--- config.mk ---
export PLATFORM = sky130hd
export DESIGN_NAME = cpu4_prog_sequencer
export DESIGN_NICKNAME = d
export VERILOG_FILES = /design/src/rtl/cpu4_prog_sequencer.sv
export SDC_FILE = /design/constraint.sdc
export NUM_CORES = 1
export LEC_CHECK = 0
export ABC_AREA = 1
export CORE_MARGIN = 5
export CORE_UTILIZATION = 53
export DETAILED_ROUTE_END_ITERATION = 8
export PLACE_DENSITY = 0.91
export SLEW_MARGIN = 20
export SYNTH_ARGS = -nofsm -noshare
export SYNTH_HDL_FRONTEND = slang
export SYNTH_SLANG_ARGS = --single-unit
--- constraint.sdc ---
create_clock -name clk -period 3.8 [get_ports clk]
set_input_delay 0.76 -clock clk [delete_from_list [all_inputs] [get_ports clk]]
set_output_delay 0.76 -clock clk [all_outputs]
set_load 0.05 [all_outputs]
--- src/rtl/cpu4_prog_sequencer.sv ---
// cpu4_prog_sequencer: host-side controller for the 4-bit accumulator core.
// Loads a 16-nibble image (8 code, then 8 data) from a valid/ready stream,
// runs the core for a bounded number of cycles and latches the final pc/acc.
// Optional build macro: CPU4_SEQ_HALT_DETECT_EN (ends RUN early on a
// Bz-to-self halt, reported on 'halted').
//
// Ports:
//   clk, rst_n          clock, synchronous active-low reset
//   start               one-cycle session start (honoured in IDLE/DONE)
//   start_pc, run_limit entry pc and Run-cycle limit (0 = 2**CNT_W)
//   in_valid/in_ready/in_data  image nibble stream
//   cpu_ui              core command bus {arg, 0, cmd, 0}
//   cpu_pc, cpu_acc     observed core state
//   busy, done, halted  session status
//   result_pc/acc       captured core state; run_cycles = Run commands issued
module cpu4_prog_sequencer #(
  parameter int unsigned PC_W  = 3,
  parameter int unsigned CNT_W = 8
) (
  input  logic             clk,
  input  logic             rst_n,
  input  logic             start,
  input  logic [PC_W-1:0]  start_pc,
  input  logic [CNT_W-1:0] run_limit,
  input  logic             in_valid,
  output logic             in_ready,
  input  logic [3:0]       in_data,
  output logic [7:0]       cpu_ui,
  input  logic [PC_W-1:0]  cpu_pc,
  input  logic [3:0]       cpu_acc,
  output logic             busy,
  output logic             done,
  output logic             halted,
  output logic [PC_W-1:0]  result_pc,
  output logic [3:0]       result_acc,
  output logic [CNT_W-1:0] run_cycles
);

  localparam logic [1:0] CMD_RESET = 2'd0;
  localparam logic [1:0] CMD_LCODE = 2'd1;
  localparam logic [1:0] CMD_LDATA = 2'd2;
  localparam logic [1:0] CMD_RUN   = 2'd3;
  localparam logic [PC_W-1:0] IDX_LAST = '1;

  typedef enum logic [2:0] {
    S_IDLE, S_RST0, S_CODE, S_DATA, S_RST1, S_RUN, S_CAPT, S_DONE
  } state_t;

  state_t           state_q, state_d;
  logic [PC_W-1:0]  idx_q;
  logic [PC_W-1:0]  start_pc_q;
  logic [CNT_W-1:0] limit_q;
  logic [CNT_W-1:0] cnt_q;
  logic [CNT_W-1:0] lim_m1_c;
  logic [1:0]       cmd_c;
  logic [3:0]       arg_c;

`ifdef CPU4_SEQ_HALT_DETECT_EN
  logic [PC_W-1:0]  prev_pc_q;
  logic             run_seen_q;
  logic             halted_q;
  logic             halt_hit_c;
`endif

  // Last Run index; run_limit=0 wraps to all-ones, giving 2**CNT_W cycles.
  assign lim_m1_c = limit_q - CNT_W'(1);
  assign cpu_ui   = {arg_c, 1'b0, cmd_c, 1'b0};

  // Next state and core command bus; the sequencer drives every bus cycle.
  always_comb begin
    state_d  = state_q;
    cmd_c    = CMD_RESET;
    arg_c    = 4'd0;
    in_ready = 1'b0;
`ifdef CPU4_SEQ_HALT_DETECT_EN
    halt_hit_c = 1'b0;
`endif
    case (state_q)
      S_IDLE, S_DONE: if (start) state_d = S_RST0;
      S_RST0: state_d = S_CODE;
      S_CODE, S_DATA: begin
        in_ready = 1'b1;
        if (in_valid) begin
          cmd_c = (state_q == S_CODE) ? CMD_LCODE : CMD_LDATA;
          arg_c = in_data;
          if (idx_q == IDX_LAST) state_d = (state_q == S_CODE) ? S_DATA : S_RST1;
        end else begin
          // Stall: Reset to the current index keeps the core pc in place.
          arg_c = 4'(idx_q);
        end
      end
      S_RST1: begin
        arg_c   = 4'(start_pc_q);
        state_d = S_RUN;
      end
      S_RUN: begin
        cmd_c = CMD_RUN;
        if (cnt_q == lim_m1_c) state_d = S_CAPT;
`ifdef CPU4_SEQ_HALT_DETECT_EN
        // Only a taken Bz-to-self leaves pc unchanged across a Run.
        if (run_seen_q && (cpu_pc == prev_pc_q)) begin
          halt_hit_c = 1'b1;
          state_d    = S_CAPT;
        end
`endif
      end
      S_CAPT:  state_d = S_DONE;
      default: state_d = S_IDLE;
    endcase
    if (!rst_n) begin
      cmd_c    = CMD_RESET;
      arg_c    = 4'd0;
      in_ready = 1'b0;
    end
  end

  // State, session registers and result capture.
  always_ff @(posedge clk) begin
    if (!rst_n) begin
      state_q    <= S_IDLE;
      idx_q      <= '0;
      start_pc_q <= '0;
      limit_q    <= '0;
      cnt_q      <= '0;
      busy       <= 1'b0;
      done       <= 1'b0;
      result_pc  <= '0;
      result_acc <= '0;
      run_cycles <= '0;
`ifdef CPU4_SEQ_HALT_DETECT_EN
      prev_pc_q  <= '0;
      run_seen_q <= 1'b0;
      halted_q   <= 1'b0;
`endif
    end else begin
      state_q <= state_d;
      busy    <= (state_d inside {S_RST0, S_CODE, S_DATA, S_RST1, S_RUN, S_CAPT});
      done    <= (state_d == S_DONE);
      case (state_q)
        S_IDLE, S_DONE: if (start) begin
          start_pc_q <= start_pc;
          limit_q    <= run_limit;
          run_cycles <= '0;
`ifdef CPU4_SEQ_HALT_DETECT_EN
          halted_q   <= 1'b0;
`endif
        end
        S_RST0: idx_q <= '0;
        S_CODE, S_DATA: if (in_valid) idx_q <= idx_q + PC_W'(1);
        S_RST1: begin
          cnt_q <= '0;
`ifdef CPU4_SEQ_HALT_DETECT_EN
          run_seen_q <= 1'b0;
`endif
        end
        S_RUN: begin
          cnt_q <= cnt_q + CNT_W'(1);
`ifdef CPU4_SEQ_HALT_DETECT_EN
          prev_pc_q  <= cpu_pc;
          run_seen_q <= 1'b1;
          if (halt_hit_c) halted_q <= 1'b1;
`endif
        end
        S_CAPT: begin
          result_pc  <= cpu_pc;
          result_acc <= cpu_acc;
          run_cycles <= cnt_q;
        end
        default: ;
      endcase
    end
  end

`ifdef CPU4_SEQ_HALT_DETECT_EN
  assign halted = halted_q;
`else
  assign halted = 1'b0;
`endif

endmodule

[Word-level counts from Yosys, hierarchy flattened]
Index checks and enable logic that the tools add are counted.
Storage, ports and cells
  RAM bits: 0
  memory bits (read-only): 0
  output and inout port bits: 27
  word-level logic and storage cells: 61
  memories: 0
  input bits: 26
  bits in latches: 0
  flip-flop bits (word level): 42
Cells by class
  bitwise operators: 0
  eq/ne operators: 18
  multiply operators: 0
  add/sub/neg operators: 3
  reductions and logical operators: 10
  mux-type cells: 20
  shifts and indexed selects: 0
  divide/modulo/power cells: 0
  order comparisons: 0
Operator list (count)
  $pmux 8 s2: 2
  $eq 3x3->1 const B: 9
  $mux 3: 6
  $pmux 3 s6: 1
  $eq 3x2->1 const B: 4
  $add 8x1->8 const B: 1
  $eq 8x8->1: 1
  $mux 4: 2
  $mux 8: 1
  $pmux 4 s2: 1
  $sub 8x1->8 const B: 1
  $eq 3x1->1 const B: 2
  $mux 2: 3
  $pmux 3 s2: 1
  $reduce_and 2->1: 3
  $reduce_bool 2->1: 3
  $reduce_bool 6->1: 1
  $ne 2x2->1 const B: 2
  $pmux 2 s2: 1
  $reduce_or 2->1: 2
  $add 3x1->3 const B: 1
  $logic_not 3->1: 1
  $mux 1: 2

[Depth between registers and ports, before layout]
Gate-level depths: netlist (run 1).
  word-level depth: 7
  depth in mapped cells: 16
  gate-level depth less buffers: 16

[Worst setup path after synthesis (run 1)]
No wires, ideal clock.
  path type: input to output
  from: in rst_n
  to: out cpu_ui[7]
  stages: 3
  slack: 0.822 ns
  buffers on the path: 0
  arrival: 2.218 ns
  required time: 3.040 ns
  cells stage by stage: clkinv_1 > nor2_1 > and3_1
Between the ends
  word-level cells in the longest chain between the ends: 1
Ends and longest elaborated chain
  start, declared: line 21  | input logic rst_n,
  $mux 4: line 110  | if (!rst_n) begin
  end, declared: line 28  | output logic [7:0] cpu_ui,
Every way passes these cells.

[Worst setup path after layout (run 1)]
  from: in in_valid
  to: out cpu_ui[4]
Between the ends
  word-level cells in the longest chain between the ends: 3
Ends and longest elaborated chain
  start, declared: line 25  | input logic in_valid,
  $mux 4: line 83  | if (in_valid) begin
  $pmux 4 s2: line 78  | case (state_q)
  $mux 4: line 110
Every way passes these cells.

==> results of run 1 <==
Yosys cell counts, types with 4 or more instances:
library cell	instances
nand2_1	61
dfxtp_1	42
nor2_1	38
a21oi_1	37
nand3_1	35
inv_1	24
o21ai_0	16
inv_2	6
nand2_2	5
nor2_4	5
o21ai_1	5
buf_4	4
ha_1	4
nor3_1	4
metal layers:
layer	up-vias	routed length [µm]	track usage
met3	16	221	0.05135
met2	48	2898	0.3799
li1	1119	-	-
met4	0	136	0.09091
met5	-	0	0
met1	1025	2265	0.2413
layout by cell type, fill, tap and decap left out, types with 6 or more instances in the layout:
master / instances
buf_12: 7
inv_2: 6
dfxtp_1: 42
nand2_1: 61
inv_1: 24
nand3_1: 35
a21oi_1: 37
clkdlybuf4s50_1: 42
nor2_1: 38
o21ai_0: 16
area by class of cell:
type | count | area [µm²]
Fill cell | 315 | 1156
Multi-Input combinational cell | 230 | 1151
Sequential cell | 42 | 840.8
Timing Repair Buffer | 51 | 575.6
Inverter | 33 | 127.6
Clock buffer | 6 | 72.57
Tap cell | 50 | 62.56
Clock inverter | 2 | 13.76
cells by family after synthesis:
family,share of synthesized area
buffers and inverters,0.09578
other,0.001709
XOR/XNOR,0.01996
AND/OR/NAND/NOR,0.3324
flip-flops,0.3831
AO/OA/AOI/OAI,0.1442
adder cells (fa/ha/maj),0.02281
worst max-delay path, stage by stage:
cell             delay (ps)
clkdlybuf4s50_1         600
inv_1                   120
a21oi_1                 170
o21ai_0                 110
a21oi_1                 250
buf_12                  180
state kept, by name, summed over array words and instances, names as in the netlist:
signal / count
done: 1
cnt_q: 8
result_pc: 3
busy: 1
idx_q: 3
start_pc_q: 3
result_acc: 4
run_cycles: 8
state_q: 3
limit_q: 8
path summary, 6_finish.rpt:
kind,cells after the start,start,endpoint
worst min-delay path,2,result_acc[1],result_acc[1]
worst max-delay path,6,in_valid,cpu_ui[4]
worst max register to register,9,state_q[1],start_pc_q[2]
worst min register to register,2,result_acc[1],result_acc[1]
through the flow:
| stage | instances | instance area [µm²] | hold slack, ps | power [mW] | utilization |
|---|---|---|---|---|---|
| 6_report | 414 | 2844 | 469.0 | 1.234 | 0.7110 |
| 5_1_grt | 414 | 2844 | 489.8 | 1.310 | 0.7110 |
| 4_1_cts | 414 | 2844 | 471.2 | 1.230 | 0.7110 |
| 3_5_place_dp | 406 | 2758 | 459.5 | 0.9470 | 0.6894 |
| 3_3_place_gp | 406 | 2758 | 448.9 | 0.9315 | 0.6894 |
| 2_1_floorplan | 318 | 2202 | 455.4 | 0.8435 | - |
power groups by stage:
stage / logic [mW] / clock network [mW] / registers [mW]
2_1_floorplan: 0.313 / 0 / 0.531
3_5_place_dp: 0.404 / 0 / 0.543
3_3_place_gp: 0.390 / 0 / 0.541
5_1_grt: 0.457 / 0.312 / 0.541
4_1_cts: 0.408 / 0.289 / 0.533
6_report: 0.408 / 0.291 / 0.535
==> impl_metrics.prom, run 1 <==
# TYPE chip_impl_metric gauge
chip_impl_metric{name="ctsHoldBuffers",unit=""} 0
chip_impl_metric{name="global_route.usage.total",unit=""} 0.2128
chip_impl_info{name="synth_top_cell_by_area",value="dfxtp_1"} 1
chip_impl_metric{name="synth-async-reset-ratio",unit=""} 0
chip_impl_info{name="postSynth.topFlopCell",value="dfxtp_1"} 1
chip_impl_metric{name="layout_setup_ws",unit="ps"} 846.5
chip_impl_metric{name="effective_utilization_at_floorplan",unit=""} 0.5486
chip_impl_metric{name="drv.max_cap_violation_count",unit=""} 0
chip_impl_metric{name="synth_edf_count",unit=""} 0
chip_impl_metric{name="cts.repair.resized",unit=""} 0
chip_impl_metric{name="ys_warn_count",unit=""} 0
chip_impl_metric{name="grt_max_degree",unit=""} 28
chip_impl_metric{name="die_width",unit="µm"} 74.35
chip_impl_metric{name="synth.avg_cell_area",unit="µm²"} 6.945
chip_impl_metric{name="synth_cell_type_count",unit=""} 32
chip_impl_metric{name="clock_path_buffers",unit=""} 2
chip_impl_info{name="run_status",value="completed"} 1
chip_impl_metric{name="path_max_fanout",unit=""} 7
chip_impl_info{name="synth.area.top_cells",value="dfxtp_1 38%, nand2_1 10%, a21oi_1 8.4%, nand3_1 8.0%, nor2_1 6.5%"} 1
chip_impl_info{name="tritoncts",value="yes"} 1
chip_impl_metric{name="layout.nets",unit=""} 393
chip_impl_metric{name="power_frac_seq",unit=""} 0.433
chip_impl_metric{name="p_clk_frac",unit=""} 0.236
chip_impl_metric{name="fin_crit_sh",unit=""} 0.7772
chip_impl_metric{name="switching_share",unit=""} 0.3801
chip_impl_metric{name="grt_pass1_vias",unit=""} 2130
chip_impl_metric{name="hold_viol",unit=""} 0
chip_impl_metric{name="die_height",unit="µm"} 74.35
chip_impl_metric{name="syn_inst",unit=""} 316
chip_impl_info{name="hold_path_class",value="reg -> reg"} 1
chip_impl_metric{name="drc",unit=""} 0
chip_impl_metric{name="floorplan.rows",unit=""} 23
chip_impl_metric{name="dp_hpwl",unit="µm"} 4085
chip_impl_metric{name="ff2ff_setup_slack",unit="ps"} 1770
chip_impl_info{name="clk_root_buffer_cell",value="clkbuf_8"} 1
chip_impl_metric{name="placement.setup.worst_slack",unit="ps"} 874.0
chip_impl_metric{name="tritoncts_num_sinks",unit=""} 42
chip_impl_metric{name="setup_tns_final",unit="ps"} 0
chip_impl_metric{name="slew_violations",unit=""} 0
chip_impl_metric{name="p_per_area",unit="nW/µm²"} 433.8
chip_impl_metric{name="worst_slew_pin_slew",unit="ps"} 776.6
chip_impl_metric{name="antenna_cells_inserted",unit=""} 0
chip_impl_metric{name="die_area",unit="µm²"} 5528
chip_impl_metric{name="number_of_antenna_violations_at_the_first_check_in_global_routing",unit=""} 0
chip_impl_metric{name="route.antenna.remaining_nets",unit=""} 0
chip_impl_metric{name="synth_seq_cells",unit=""} 42
chip_impl_metric{name="grt_first_pass_wirelength",unit="µm"} 9080
chip_impl_info{name="crit_path_start_kind",value="input port"} 1
chip_impl_metric{name="synth_sequential_area_ratio",unit=""} 0.3831
chip_impl_metric{name="routed_wirelength",unit="µm"} 5522
chip_impl_metric{name="p_sw",unit="mW"} 0.4689
chip_impl_metric{name="syn-cell-area",unit="µm²"} 2195
chip_impl_metric{name="boundaryPins",unit=""} 53
chip_impl_metric{name="overall_via_count_from_detail_route",unit=""} 2208
chip_impl_metric{name="finalClockSkew",unit="ps"} 4.716
chip_impl_metric{name="area_delta_synth_final",unit="%"} 29.59
chip_impl_metric{name="drt_pre_antenna_iters",unit=""} 4
chip_impl_metric{name="max_freq",unit="MHz"} 338.6
chip_impl_metric{name="clkTransAtPathRegs",unit="ps"} 80
chip_impl_info{name="setup.worst_path.end_class",value="output pin"} 1
chip_impl_metric{name="slew-limit-headroom",unit=""} 0.4815
chip_impl_metric{name="yosys.area.top_type_share",unit=""} 0.3831
chip_impl_metric{name="port_buffers",unit=""} 49
chip_impl_info{name="unrepaired_setup_endpoints_after_global_routing",value="no"} 1
chip_impl_metric{name="clock_insertion_delay_worst_skew",unit="ps"} 300
chip_impl_metric{name="detail_route.wl_per_cell",unit="µm"} 13.34
chip_impl_metric{name="cp_data_arrival_time",unit="ps"} 2190
chip_impl_metric{name="cts.htree.levels",unit=""} 2
chip_impl_metric{name="peakVddDrop",unit="mV"} 0.3211
chip_impl_metric{name="post-cts-setup-buffer-count",unit=""} 0
chip_impl_metric{name="cp_data_required_time",unit="ps"} 3040
chip_impl_metric{name="coreArea",unit="µm²"} 4000
chip_impl_metric{name="leakage",unit="nW"} 1.139
chip_impl_info{name="crit_type",value="in -> out"} 1
chip_impl_metric{name="layout_cell_share_with_drive_strength_beyond_1",unit=""} 0.1154
chip_impl_metric{name="internal",unit="mW"} 0.7648
chip_impl_metric{name="tritoncts.num_buffers",unit=""} 5
chip_impl_metric{name="place_congestion",unit=""} 0.9039
chip_impl_metric{name="drt_iter0_markers",unit=""} 133
chip_impl_metric{name="congestion_overflow_gr",unit=""} 0
chip_impl_metric{name="finalSetupViolCount",unit=""} 0
chip_impl_metric{name="route.detailed.vias_per_inst",unit=""} 5.333
chip_impl_metric{name="period_needed",unit="ps"} 2953
chip_impl_metric{name="pwr-share-comb",unit=""} 0.331
(Power assumes the default switching activity.)
==> run 2: changes to the inputs <==
--- a/config.mk
+++ b/config.mk
@@ -7,9 +7,9 @@
 export LEC_CHECK = 0
 export ABC_AREA = 1
 export CORE_MARGIN = 5
-export CORE_UTILIZATION = 53
+export CORE_UTILIZATION = 45
 export DETAILED_ROUTE_END_ITERATION = 8
-export PLACE_DENSITY = 0.91
+export PLACE_DENSITY = 0.83
 export SLEW_MARGIN = 20
 export SYNTH_ARGS = -nofsm -noshare
 export SYNTH_HDL_FRONTEND = slang
==> constraint.sdc (replaced) <==
create_clock -name clk -period 2.53 [get_ports clk]
set_input_delay 0.506 -clock clk [delete_from_list [all_inputs] [get_ports clk]]
set_output_delay 0.506 -clock clk [all_outputs]
set_load 0.05 [all_outputs]
==> impl_metrics.prom, run 2 (synthesized netlist as in run 1, its figures left out) <==
# TYPE chip_impl_metric gauge
chip_impl_metric{name="area_delta_synth_final",unit="%"} 32.61
chip_impl_metric{name="internal",unit="mW"} 1.253
chip_impl_metric{name="cp_data_required_time",unit="ps"} 2020
chip_impl_info{name="unrepaired_setup_endpoints_after_global_routing",value="no"} 1
chip_impl_metric{name="drt_pre_antenna_iters",unit=""} 5
chip_impl_info{name="biggestRegsByFlops",value="cnt_q: 8 flops, limit_q: 8 flops, run_cycles: 8 flops"} 1
chip_impl_metric{name="ctsHoldBuffers",unit=""} 0
chip_impl_metric{name="tritoncts.num_buffers",unit=""} 5
chip_impl_info{name="layout.cells.most_common",value="nand2_1"} 1
chip_impl_metric{name="number_of_antenna_violations_at_the_first_check_in_global_routing",unit=""} 0
chip_impl_metric{name="drc",unit=""} 0
chip_impl_metric{name="p_per_area",unit="nW/µm²"} 668.2
chip_impl_metric{name="power_frac_seq",unit=""} 0.405
chip_impl_info{name="tritoncts",value="yes"} 1
chip_impl_metric{name="grt_first_pass_wirelength",unit="µm"} 8673
chip_impl_metric{name="fin_crit_sh",unit=""} 0.9426
chip_impl_metric{name="pwr-share-comb",unit=""} 0.324
chip_impl_metric{name="detail_route.wl_per_cell",unit="µm"} 11.71
chip_impl_metric{name="global_route.usage.total",unit=""} 0.1693
chip_impl_metric{name="route.antenna.remaining_nets",unit=""} 0
chip_impl_metric{name="port_buffers",unit=""} 49
chip_impl_metric{name="p_clk_frac",unit=""} 0.272
chip_impl_metric{name="stdcell_area",unit="µm²"} 2910
chip_impl_info{name="setup.worst_path.end_class",value="output pin"} 1
chip_impl_metric{name="setup_tns_final",unit="ps"} 0
chip_impl_metric{name="placed_cells",unit=""} 426
chip_impl_info{name="timing.rr.start",value="limit_q[0]"} 1
chip_impl_metric{name="max_freq",unit="MHz"} 419.3
chip_impl_metric{name="overall_via_count_from_detail_route",unit=""} 2148
chip_impl_info{name="worst_hold_startpoint",value="result_pc[0]"} 1
chip_impl_metric{name="congestion_overflow_gr",unit=""} 0
chip_impl_info{name="launch_point_of_the_worst_path",value="in_valid"} 1
chip_impl_metric{name="cts.htree.levels",unit=""} 2
chip_impl_metric{name="slew-limit-headroom",unit=""} 0.6514
chip_impl_metric{name="clkTransAtPathRegs",unit="ps"} 80
chip_impl_metric{name="post-cts-setup-buffer-count",unit=""} 0
chip_impl_metric{name="tritoncts_num_sinks",unit=""} 42
chip_impl_metric{name="cp_data_arrival_time",unit="ps"} 1880
chip_impl_metric{name="path_max_fanout",unit=""} 7
chip_impl_metric{name="worst_slew_pin_slew",unit="ps"} 521.3
chip_impl_metric{name="coreArea",unit="µm²"} 4723
chip_impl_info{name="clk_root_buffer_cell",value="clkbuf_8"} 1
chip_impl_info{name="crit_path_start_kind",value="input port"} 1
chip_impl_metric{name="switching_share",unit=""} 0.3555
chip_impl_metric{name="layout.nets",unit=""} 396
chip_impl_metric{name="clock_insertion_delay_worst_skew",unit="ps"} 300
chip_impl_metric{name="finalClockSkew",unit="ps"} 4.622
chip_impl_metric{name="slew_violations",unit=""} 0
chip_impl_metric{name="hold_viol",unit=""} 0
chip_impl_metric{name="drv.max_cap_violation_count",unit=""} 0
chip_impl_metric{name="routed_wirelength",unit="µm"} 5084
chip_impl_metric{name="hold-worst-slack",unit="ps"} 466.6
chip_impl_metric{name="antenna_cells_inserted",unit=""} 0
chip_impl_metric{name="peakVddDrop",unit="mV"} 0.4206
chip_impl_metric{name="leakage",unit="nW"} 1.167
chip_impl_info{name="hold_path_class",value="reg -> reg"} 1
chip_impl_metric{name="cts.repair.resized",unit=""} 0
chip_impl_metric{name="die_area",unit="µm²"} 6374
chip_impl_metric{name="period_needed",unit="ps"} 2385
chip_impl_metric{name="die_width",unit="µm"} 79.84
chip_impl_metric{name="placed_area",unit="µm²"} 2801
chip_impl_metric{name="grt_pass1_vias",unit=""} 2039
chip_impl_metric{name="grt_max_degree",unit=""} 28
chip_impl_metric{name="die_height",unit="µm"} 79.84
chip_impl_info{name="layout_common_cells",value="61 x nand2_1, 42 x dfxtp_1, 42 x clkdlybuf4s50_1"} 1
chip_impl_metric{name="clock_path_buffers",unit=""} 2
chip_impl_info{name="crit_type",value="in -> out"} 1
chip_impl_metric{name="place_congestion",unit=""} 0.8853
chip_impl_metric{name="effective_utilization_at_floorplan",unit=""} 0.4646
chip_impl_metric{name="p_sw",unit="mW"} 0.6914
chip_impl_metric{name="dp_hpwl",unit="µm"} 3870
chip_impl_metric{name="layout.cells.non_filler",unit=""} 434
chip_impl_metric{name="floorplan.rows",unit=""} 25
chip_impl_metric{name="drt_iter0_markers",unit=""} 114
chip_impl_metric{name="boundaryPins",unit=""} 53
chip_impl_metric{name="route.detailed.vias_per_inst",unit=""} 4.949
chip_impl_metric{name="finalSetupViolCount",unit=""} 0
chip_impl_metric{name="layout_cell_share_with_drive_strength_beyond_1",unit=""} 0.1253
chip_impl_info{name="run_status",value="completed"} 1
run 2: metrics by stage:
step | setup WS [ps] | utilization | power, mW
final | 145.2 | 0.6162 | 1.945
after global routing | 37.09 | 0.6162 | 2.067
after detailed placement | 157.7 | 0.5931 | 1.430
after floorplan | 59.83 | - | 1.267
after global placement | 218.8 | 0.5931 | 1.416
after CTS | 160.6 | 0.6162 | 1.956
run 2: final timing paths:
check / end / slack [ps] / cells past startpoint
setup reg to reg: busy / 670 / 16
setup / recovery: cpu_ui[4] / 150 / 6
hold reg to reg: result_pc[0] / 470 / 2
hold / removal: result_pc[0] / 470 / 2
run 2: area by class of cell:
class | instances | area [µm²]
Clock buffer | 5 | 68.82
Clock inverter | 3 | 40.04
Fill cell | 414 | 1813
Inverter | 33 | 127.6
Multi-Input combinational cell | 230 | 1151
Sequential cell | 42 | 840.8
Tap cell | 67 | 83.83
Timing Repair Buffer | 54 | 598.1
run 2: critical path, cell delays in order:
cell	delay [ps]
clkdlybuf4s50_1	580
inv_1	120
a21oi_1	160
o21ai_0	100
a21oi_1	240
buf_12	180
run 2: power groups by stage:
stage	clock network (mW)	registers (mW)	logic, mW
after global routing	0.567	0.793	0.707
final	0.529	0.787	0.629
after CTS	0.538	0.787	0.631
after detailed placement	0	0.801	0.629
after global placement	0	0.800	0.616
after floorplan	0	0.797	0.470
run 2: per-layer routing:
layer | GRT usage | share of wire
met5 | 0 | 0
met2 | 0.3038 | 0.50
met4 | 0.06926 | 0.017
met3 | 0.03386 | 0.035
met1 | 0.1945 | 0.45
